<file path="config.mk">
export PLATFORM = sky130hd
export DESIGN_NAME = video_timing_pattern_gen
export DESIGN_NICKNAME = d
export VERILOG_FILES = /design/src/rtl/video_timing_pkg.sv /design/src/rtl/video_timing_core.sv /design/src/rtl/video_timing_pattern_gen.sv
export SDC_FILE = /design/constraint.sdc
export NUM_CORES = 1
export LEC_CHECK = 0
export CAP_MARGIN = 20
export CORE_UTILIZATION = 50
export CTS_BUF_LIST = sky130_fd_sc_hd__clkbuf_8 sky130_fd_sc_hd__clkbuf_16
export DETAILED_ROUTE_END_ITERATION = 16
export PLACE_DENSITY_LB_ADDON = 0.08
export SLEW_MARGIN = 20
export SYNTH_ARGS = -nofsm -noshare
export SYNTH_HDL_FRONTEND = slang
export SYNTH_HIERARCHICAL = 1
export SYNTH_SLANG_ARGS = --single-unit
</file>
<file path="constraint.sdc">
create_clock -name i_clk -period 3.5 [get_ports i_clk]
set_clock_uncertainty 0.1 [all_clocks]
set_input_delay 0.7 -clock i_clk [delete_from_list [all_inputs] [get_ports i_clk]]
set_output_delay 0.7 -clock i_clk [all_outputs]
set_load 0.02 [all_outputs]
</file>
<file path="src/rtl/video_timing_pkg.sv">
// Shared definitions for the video timing / test-pattern generator:
// pattern mode encodings, colour-bar table and standard resolution presets.
package video_timing_pkg;

    typedef enum logic [2:0] {
        MODE_SOLID = 3'd0,
        MODE_BARS  = 3'd1,
        MODE_GRID  = 3'd2,
        MODE_GRAD  = 3'd3,
        MODE_CHECK = 3'd4
    } mode_e;

    localparam int unsigned NUM_BARS = 8;

    // {R,G,B} on/off per bar, index 0 (leftmost) in the low slot
    localparam logic [NUM_BARS-1:0][2:0] BAR_TABLE = {
        3'b000,  // black
        3'b001,  // blue
        3'b100,  // red
        3'b101,  // magenta
        3'b010,  // green
        3'b011,  // cyan
        3'b110,  // yellow
        3'b111   // white
    };

    typedef struct packed {
        int unsigned h_active;
        int unsigned h_front;
        int unsigned h_sync;
        int unsigned h_back;
        int unsigned v_active;
        int unsigned v_front;
        int unsigned v_sync;
        int unsigned v_back;
    } timing_t;

    localparam timing_t TIMING_640X480   = '{640,  16,  96,  48,  480,  10, 2, 33};
    localparam timing_t TIMING_800X600   = '{800,  40,  128, 88,  600,  1,  4, 23};
    localparam timing_t TIMING_1024X768  = '{1024, 24,  136, 160, 768,  3,  6, 29};
    localparam timing_t TIMING_1280X720  = '{1280, 110, 40,  220, 720,  5,  5, 20};
    localparam timing_t TIMING_1280X1024 = '{1280, 48,  112, 248, 1024, 1,  3, 38};
    localparam timing_t TIMING_1680X1050 = '{1680, 104, 176, 280, 1050, 3,  6, 30};
    localparam timing_t TIMING_1920X1080 = '{1920, 88,  44,  148, 1080, 4,  5, 36};

    function automatic logic [2:0] bar_color(input logic [2:0] idx);
        return BAR_TABLE[idx];
    endfunction

endpackage

</file>
<file path="src/rtl/video_timing_core.sv">
// Raster counters with combinational active-video and sync decode for the
// current counter state; the parent registers everything for alignment.
module video_timing_core #(
    parameter int unsigned H_ACTIVE      = 640,
    parameter int unsigned H_FRONT_PORCH = 16,
    parameter int unsigned H_SYNC_TIME   = 96,
    parameter int unsigned H_BACK_PORCH  = 48,
    parameter int unsigned V_ACTIVE      = 480,
    parameter int unsigned V_FRONT_PORCH = 10,
    parameter int unsigned V_SYNC_TIME   = 2,
    parameter int unsigned V_BACK_PORCH  = 33,
    parameter bit          H_POLARITY    = 1'b0,
    parameter bit          V_POLARITY    = 1'b0,
    localparam int unsigned H_TOTAL = H_ACTIVE + H_FRONT_PORCH + H_SYNC_TIME + H_BACK_PORCH,
    localparam int unsigned V_TOTAL = V_ACTIVE + V_FRONT_PORCH + V_SYNC_TIME + V_BACK_PORCH,
    localparam int unsigned XW      = $clog2(H_TOTAL),
    localparam int unsigned YW      = $clog2(V_TOTAL)
) (
    input  logic          i_clk,
    input  logic          i_rst,
    input  logic          i_en,
    output logic [XW-1:0] o_cnt_h,
    output logic [YW-1:0] o_cnt_v,
    output logic          o_de,
    output logic          o_hs,
    output logic          o_vs,
    output logic          o_origin,
    output logic          o_line_end,
    output logic          o_frame_end
);

    localparam logic [XW-1:0] H_LAST     = XW'(H_TOTAL - 1);
    localparam logic [XW-1:0] H_ACT_END  = XW'(H_ACTIVE);
    localparam logic [XW-1:0] HS_START   = XW'(H_ACTIVE + H_FRONT_PORCH);
    localparam logic [XW-1:0] HS_END     = XW'(H_ACTIVE + H_FRONT_PORCH + H_SYNC_TIME);
    localparam logic [YW-1:0] V_LAST     = YW'(V_TOTAL - 1);
    localparam logic [YW-1:0] V_ACT_END  = YW'(V_ACTIVE);
    localparam logic [YW-1:0] VS_START   = YW'(V_ACTIVE + V_FRONT_PORCH);
    localparam logic [YW-1:0] VS_END     = YW'(V_ACTIVE + V_FRONT_PORCH + V_SYNC_TIME);

    logic [XW-1:0] cnt_h_q, cnt_h_d;
    logic [YW-1:0] cnt_v_q, cnt_v_d;
    logic          line_end, frame_end;
    logic          hs_act, vs_act;

    always_comb begin
        line_end  = (cnt_h_q == H_LAST);
        frame_end = line_end && (cnt_v_q == V_LAST);
        cnt_h_d   = cnt_h_q;
        cnt_v_d   = cnt_v_q;
        if (!i_en) begin
            cnt_h_d = '0;
            cnt_v_d = '0;
        end else if (line_end) begin
            cnt_h_d = '0;
            cnt_v_d = frame_end ? '0 : cnt_v_q + 1'b1;
        end else begin
            cnt_h_d = cnt_h_q + 1'b1;
        end
    end

    always_ff @(posedge i_clk or posedge i_rst) begin
        if (i_rst) begin
            cnt_h_q <= '0;
            cnt_v_q <= '0;
        end else begin
            cnt_h_q <= cnt_h_d;
            cnt_v_q <= cnt_v_d;
        end
    end

    // vs depends only on cnt_v, so it can only move when cnt_h returns to 0
    always_comb begin
        hs_act      = (cnt_h_q >= HS_START) && (cnt_h_q < HS_END);
        vs_act      = (cnt_v_q >= VS_START) && (cnt_v_q < VS_END);
        o_de        = (cnt_h_q < H_ACT_END) && (cnt_v_q < V_ACT_END);
        o_hs        = hs_act ? H_POLARITY : ~H_POLARITY;
        o_vs        = vs_act ? V_POLARITY : ~V_POLARITY;
        o_origin    = (cnt_h_q == '0) && (cnt_v_q == '0);
        o_line_end  = line_end;
        o_frame_end = frame_end;
        o_cnt_h     = cnt_h_q;
        o_cnt_v     = cnt_v_q;
    end

endmodule

</file>
<file path="src/rtl/video_timing_pattern_gen.sv">
// Video timing and test-pattern source: registers sync, DE, x/y and a
// pattern RGB all from the same raster counter state.
module video_timing_pattern_gen
    import video_timing_pkg::*;
#(
    parameter int unsigned H_ACTIVE      = 640,
    parameter int unsigned H_FRONT_PORCH = 16,
    parameter int unsigned H_SYNC_TIME   = 96,
    parameter int unsigned H_BACK_PORCH  = 48,
    parameter int unsigned V_ACTIVE      = 480,
    parameter int unsigned V_FRONT_PORCH = 10,
    parameter int unsigned V_SYNC_TIME   = 2,
    parameter int unsigned V_BACK_PORCH  = 33,
    parameter bit          H_POLARITY    = 1'b0,
    parameter bit          V_POLARITY    = 1'b0,
    parameter int unsigned COLOR_W       = 8,
    parameter int unsigned GRID_STEP     = 20,
    parameter int unsigned CHECKER_LOG2  = 5,
    localparam int unsigned H_TOTAL = H_ACTIVE + H_FRONT_PORCH + H_SYNC_TIME + H_BACK_PORCH,
    localparam int unsigned V_TOTAL = V_ACTIVE + V_FRONT_PORCH + V_SYNC_TIME + V_BACK_PORCH,
    localparam int unsigned XW      = $clog2(H_TOTAL),
    localparam int unsigned YW      = $clog2(V_TOTAL)
) (
    input  logic                 i_clk,
    input  logic                 i_rst,
    input  logic                 i_en,
    input  logic [2:0]           i_mode,
    input  logic [3*COLOR_W-1:0] i_solid_rgb,
    output logic [COLOR_W-1:0]   o_red_data,
    output logic [COLOR_W-1:0]   o_gre_data,
    output logic [COLOR_W-1:0]   o_blu_data,
    output logic                 o_h_sync,
    output logic                 o_v_sync,
    output logic                 o_data_en,
    output logic                 o_frame_start,
    output logic [XW-1:0]        o_x,
    output logic [YW-1:0]        o_y
);

    localparam int unsigned   PW        = 3 * COLOR_W;
    localparam int unsigned   GW        = $clog2(GRID_STEP + 1);
    localparam logic [XW-1:0] BAR_LAST  = XW'(H_ACTIVE / NUM_BARS - 1);
    localparam logic [GW-1:0] GRID_LAST = GW'(GRID_STEP - 1);
    localparam logic [XW-1:0] X_LAST    = XW'(H_ACTIVE - 1);
    localparam logic [YW-1:0] Y_LAST    = YW'(V_ACTIVE - 1);

    logic [XW-1:0] cnt_h;
    logic [YW-1:0] cnt_v;
    logic          de, hs, vs, origin, line_end, frame_end;

    video_timing_core #(
        .H_ACTIVE      (H_ACTIVE),
        .H_FRONT_PORCH (H_FRONT_PORCH),
        .H_SYNC_TIME   (H_SYNC_TIME),
        .H_BACK_PORCH  (H_BACK_PORCH),
        .V_ACTIVE      (V_ACTIVE),
        .V_FRONT_PORCH (V_FRONT_PORCH),
        .V_SYNC_TIME   (V_SYNC_TIME),
        .V_BACK_PORCH  (V_BACK_PORCH),
        .H_POLARITY    (H_POLARITY),
        .V_POLARITY    (V_POLARITY)
    ) u_core (
        .i_clk       (i_clk),
        .i_rst       (i_rst),
        .i_en        (i_en),
        .o_cnt_h     (cnt_h),
        .o_cnt_v     (cnt_v),
        .o_de        (de),
        .o_hs        (hs),
        .o_vs        (vs),
        .o_origin    (origin),
        .o_line_end  (line_end),
        .o_frame_end (frame_end)
    );

    logic [2:0]    mode_q, mode_d, mode_eff;
    logic [PW-1:0] solid_q, solid_d, solid_eff;
    logic [7:0]    frame_q, frame_d;
    logic [XW-1:0] bar_px_q, bar_px_d;
    logic [2:0]    bar_idx_q, bar_idx_d;
    logic [GW-1:0] gx_q, gx_d, gy_q, gy_d;

    // Mode/colour are only taken at the frame origin so a frame never tears;
    // the origin pixel itself already uses the newly sampled values.
    always_comb begin
        mode_eff  = origin ? i_mode : mode_q;
        solid_eff = origin ? i_solid_rgb : solid_q;
        mode_d    = mode_q;
        solid_d   = solid_q;
        if (i_en && origin) begin
            mode_d  = i_mode;
            solid_d = i_solid_rgb;
        end
        frame_d = (i_en && frame_end) ? frame_q + 8'd1 : frame_q;
    end

    // Step counters track cnt_h/cnt_v so bars and grid need no divider or modulo
    always_comb begin
        bar_px_d  = bar_px_q + 1'b1;
        bar_idx_d = bar_idx_q;
        if (!i_en || line_end) begin
            bar_px_d  = '0;
            bar_idx_d = '0;
        end else if (bar_px_q == BAR_LAST && bar_idx_q != 3'd7) begin
            bar_px_d  = '0;
            bar_idx_d = bar_idx_q + 3'd1;
        end

        gx_d = (gx_q == GRID_LAST) ? '0 : gx_q + 1'b1;
        gy_d = gy_q;
        if (!i_en || line_end) begin
            gx_d = '0;
        end
        if (!i_en || frame_end) begin
            gy_d = '0;
        end else if (line_end) begin
            gy_d = (gy_q == GRID_LAST) ? '0 : gy_q + 1'b1;
        end
    end

    logic [2:0]    bar_c;
    logic          grid_black;
    logic [PW-1:0] pix;

    always_comb begin
        bar_c      = bar_color(bar_idx_q);
        grid_black = (gx_q == '0) || (gy_q == '0) || (cnt_h == X_LAST) || (cnt_v == Y_LAST);
        pix        = '0;
        case (mode_eff)
            MODE_SOLID: pix = solid_eff;
            MODE_BARS:  pix = {{COLOR_W{bar_c[2]}}, {COLOR_W{bar_c[1]}}, {COLOR_W{bar_c[0]}}};
            MODE_GRID:  pix = grid_black ? '0 : '1;
            MODE_GRAD:  pix = {COLOR_W'(cnt_h), COLOR_W'(cnt_v), COLOR_W'(frame_q)};
            MODE_CHECK: pix = (cnt_h[CHECKER_LOG2] ^ cnt_v[CHECKER_LOG2]) ? '1 : '0;
            default:    pix = '0;
        endcase
    end

    logic          de_q, de_d, hs_q, hs_d, vs_q, vs_d, fs_q, fs_d;
    logic [XW-1:0] x_q, x_d;
    logic [YW-1:0] y_q, y_d;
    logic [PW-1:0] rgb_q, rgb_d;

    always_comb begin
        de_d  = 1'b0;
        hs_d  = ~H_POLARITY;
        vs_d  = ~V_POLARITY;
        fs_d  = 1'b0;
        x_d   = '0;
        y_d   = '0;
        rgb_d = '0;
        if (i_en) begin
            de_d  = de;
            hs_d  = hs;
            vs_d  = vs;
            fs_d  = origin;
            x_d   = cnt_h;
            y_d   = cnt_v;
            rgb_d = de ? pix : '0;
        end
    end

    always_ff @(posedge i_clk or posedge i_rst) begin
        if (i_rst) begin
            mode_q    <= MODE_SOLID;
            solid_q   <= '0;
            frame_q   <= '0;
            bar_px_q  <= '0;
            bar_idx_q <= '0;
            gx_q      <= '0;
            gy_q      <= '0;
            de_q      <= 1'b0;
            hs_q      <= ~H_POLARITY;
            vs_q      <= ~V_POLARITY;
            fs_q      <= 1'b0;
            x_q       <= '0;
            y_q       <= '0;
            rgb_q     <= '0;
        end else begin
            mode_q    <= mode_d;
            solid_q   <= solid_d;
            frame_q   <= frame_d;
            bar_px_q  <= bar_px_d;
            bar_idx_q <= bar_idx_d;
            gx_q      <= gx_d;
            gy_q      <= gy_d;
            de_q      <= de_d;
            hs_q      <= hs_d;
            vs_q      <= vs_d;
            fs_q      <= fs_d;
            x_q       <= x_d;
            y_q       <= y_d;
            rgb_q     <= rgb_d;
        end
    end

    assign o_red_data    = rgb_q[3*COLOR_W-1:2*COLOR_W];
    assign o_gre_data    = rgb_q[2*COLOR_W-1:COLOR_W];
    assign o_blu_data    = rgb_q[COLOR_W-1:0];
    assign o_h_sync      = hs_q;
    assign o_v_sync      = vs_q;
    assign o_data_en     = de_q;
    assign o_frame_start = fs_q;
    assign o_x           = x_q;
    assign o_y           = y_q;

endmodule

</file>
==> results of run 1 <==
[metal layers]
| metal | part of all wire, % | vias up | routed length [um] |
|---|---|---|---|
| met5 | 0 | - | 0 |
| met4 | 1.6 | 0 | 225 |
| met3 | 4.6 | 16 | 643 |
| met2 | 47 | 133 | 6660 |
| met1 | 46 | 2199 | 6530 |
| li1 | - | 2127 | - |
[cells by family (layout without fill, tap and decap cells)]
logic type | count (synthesis) | after routing | synth area share (%)
compound gates | 90 | 90 | 13.3
simple gates | 176 | 176 | 15.5
fa+ha+maj | 13 | 13 | 2.64
mux | 57 | 57 | 9.90
flops | 126 | 126 | 51.2
xor+xnor | 27 | 27 | 3.84
buf+inv | 49 | 154 | 3.52
[layout by cell type, fill, tap and decap left out, drive strengths merged, types with 2 or more instances in the layout]
cell,n
nor4b,3
nand4,10
xnor2,16
o21ai,13
inv,28
dfstp,2
buf,25
or3,4
mux2i,29
nor3b,3
mux2,28
nand2,30
a31oi,3
a21oi,9
nand3b,5
nor3,6
o211ai,5
o31ai,5
xor2,11
o221ai,24
nor4,7
clkdlybuf4s50,77
nor2,40
and2,21
ha,13
nand3,21
a2bb2oi,24
clkbuf,22
dfrtp,124
and3,3
nand2b,8
or3b,5
or4,3
a22oi,2
[synth_stat cells (4+ instances only)]
cell type and count:
xor2_1 11, xnor2_1 16, nand4_1 9, nor2_1 40
o221ai_1 4, and2_1 21, buf_2 11, mux2_2 28
clkbuf_1 14, nand3_1 21, a21oi_1 9, inv_1 21
nand2_1 29, o221ai_2 20, o31ai_1 5, mux2i_1 28
nor3_1 6, o21ai_0 11, a2bb2oi_1 24, ha_1 13
nand3b_1 5, dfrtp_1 124, nor4_1 7, nand2b_1 8
[timing repair]
action	in CTS	in global routing
resized for setup	0	1
hold endpoints to repair	0	0
endpoints found under the setup margin	0	3
[registers in the layout (all words and copies together) (netlist names)]
name            flops
rgb_q              24
solid_q            24
bar_px_q           10
o_x                10
o_y                10
u_core/o_cnt_h     10
u_core/o_cnt_v     10
frame_q             8
gx_q                5
gy_q                5
bar_idx_q           3
mode_q              3
o_data_en           1
o_frame_start       1
o_h_sync            1
o_v_sync            1
[metrics by stage]
step,utilization [%],cells
floorplan,-,538
global placement,60.0,759
detailed placement,60.0,759
CTS,64.6,790
global route,64.6,790
finish,64.6,790
[worst max-delay path: cells and delay by family, from the launching register on]
kind	cells	cell delay (ps)
buffers and inverters	1	350
and+or+nand+nor	4	1380
AOI/OAI and AO/OA	3	830
DFF	1	450
[power by group through the flow]
stage | Combinational (mW) | Sequential, mW | Clock (mW)
after floorplan | 0.552 | 1.79 | 0
after global placement | 0.885 | 1.75 | 0
after detailed placement | 0.902 | 1.75 | 0
after CTS | 0.905 | 1.73 | 1.65
final | 0.899 | 1.73 | 1.62
after global routing | 0.971 | 1.75 | 1.73
[worst max-delay path by stage]
stage,from,end,slack (ps),cells after the start
floorplan,u_core/o_cnt_v[7],rgb_q[10],600,9
global placement,u_core/o_cnt_v[7],rgb_q[23],400,8
detailed placement,u_core/o_cnt_v[7],rgb_q[0],170,8
CTS,u_core/o_cnt_v[7],rgb_q[0],150,8
global route,u_core/o_cnt_v[7],rgb_q[0],70,8
finish,u_core/o_cnt_v[7],rgb_q[0],230,8
[final cells by class]
| cell class | count | area [um2] | share of cell area, % |
|---|---|---|---|
| clock buffers | 22 | 494 | 6.36 |
| clock inverters | 9 | 60.1 | 0.773 |
| inverters | 21 | 82.6 | 1.06 |
| multi-input cells | 363 | 2820 | 36.3 |
| flip-flops and latches | 126 | 3160 | 40.6 |
| well taps | 147 | 184 | 2.37 |
| repair buffers | 102 | 971 | 12.5 |
==> results.md, run 1 <==
* Via/cell ratio at approximately 5.7
* Hold Path Stages at 1
* Max VDD drop at 0.303 mV
* Startpoint Class: flop
* Final setup margin at 233 ps
* Post-route design area at 7760 um2
* Worst R2R Start: u_core/o_cnt_v[7]
* NumNets Final at 674
* Core area at 12000 um2
* Final wirelength at 14100 um
* Clock power frac at 38.1%
* Synth Warn # at 6
* Num CTS Buffers at 17
* Final setup TNS at 0 ps
* Post-synth EDFFs at 0
* Hold Fails Final Rpt at 0
* TritonCTS clock tree: yes
* HPWL after DPL at 9670 um
* Asr flop ratio synth at 100%
* Average cell area after synthesis at 11.4 um2
* Cell Chain, Critical Path: nor4_1 > nand4_1 > nor4_4 > buf_4 > or3b_1 > a21oi_1 > o211ai_2 > o221ai_1
* Crit path kind: flop to flop
* H-tree levels at 4
* Gr ovfl total at 0
* GR Layer Usage met3 at 5.25%
* Critical-path top delay cell: nor4_1
* Clock transition at the registers of the reported paths at 50 ps
* # IOs at 78
* DRT iter0 DRCs at 310
* Yosys top cell by area: dfrtp_1
* Lkg Pwr at 3.41 nW
* Worst slew pin tran at 814 ps
* #FFs+latches synth at roughly 130
* Hold Startpoint: bar_px_q[0]
* Cell row count at 40
* Max_slew headroom at between 40% and 50%
* Post-DP Area at 7200 um2
* Unique cell type count in the Yosys netlist at 55
* DRT Pass-1 Iters at 4
* Antenna violations before repair at 0
* Antenna cell count at 0
* First-pass GRT wire length at 23300 um
* Number of max-cap violations at 0
* Largest net degree at the start of global routing at 64
* Max Slew Vio Count at 0
* Clock sinks at 126
* P per Cell Area at 548 nW/um2
* Gr busiest metal: met2
* Min Clock Period, post-route at 3270 ps
* Post-synthesis instance total at 538
* DR DRC count at 0
* Top cells by area, synth: dfrtp_1 (50%), mux2_2 (5.1%), o221ai_2 (4.9%)
* Register area share after synthesis at 51.2%
* Combinational power share at 21.1%
* Clk_lat worst skew at 410 ps
* Worst path max stage delay at roughly 540 ps
* Die H at 113 um
* Hold-fix buffers at CTS at 0
* Setup slack, reg-to-reg at 230 ps
* Worst hold slack at ~380 ps
* Vias in the first global route at around 4500
* Fmax at 306 MHz
* GR Layer Usage met1 at between 30 and 40%
* Clock buffer depth at 2
* I/O Buffers at 77
* GRT Overall Usage at 24.1%
* Post-Syn Nets at around 580
* Internal power at 3.13 mW
* RePlAce Congestion at ~0.85
* Final Cycle Share at between 90% and 100%
* Starting Density at 51.3%
* RSZ-0062 raised after global routing: false
* FF-to-FF path depth at 8
* P_sw at 1.12 mW
* DRT antenna net count at 0
* R2r endpoint: rgb_q[0]
* Share of the synthesized area in the top cell type at around half
* Fraction of layout cells with a size suffix above 1 at between 10% and 20%
* Status: completed
* Via count at 4475
* Worst EP required at 3650 ps
* Number of fill cells at 970
* Die width at 113 um
* Wire length per cell at ~18 um
* Met2 Use GR at 37.5%
* Power after layout at 4.25 mW
* Area of the die at ~13000 um2
* Crit. End Element: flop
* Final setup fails at 0
* Largest fanout on the critical path at 20
* Predominant post-synthesis flop cell: dfrtp_1
* Pre-CTS setup slack at 174 ps
* CTS root buf: clkbuf_16
* Worst path arrival time at roughly 3400 ps
* Sw frac at 26.4%
* Synthesized area at 6160 um2
* Register share of total power at 40.8%
* Postcts setup bufs at 0
* Hold Path End: bar_px_q[0]
* Worst hold path class: flop to flop
* Area delta synth->final at 26.1%
No activity file was read; power rests on OpenSTA's default activity.
==> run 2: changes to the inputs <==
HOLD_SLACK_MARGIN = 0.05   (was unset)
TNS_END_PERCENT = 5   (was unset)
==> results of run 2 <==
No change in the layout: final DEF, timing and power equal those of run 1.
==> run 3: changes to the inputs <==
CTS_CLUSTER_DIAMETER = 80   (was unset)
==> results of run 3 <==
No change in the layout: final DEF, timing and power equal those of run 1.
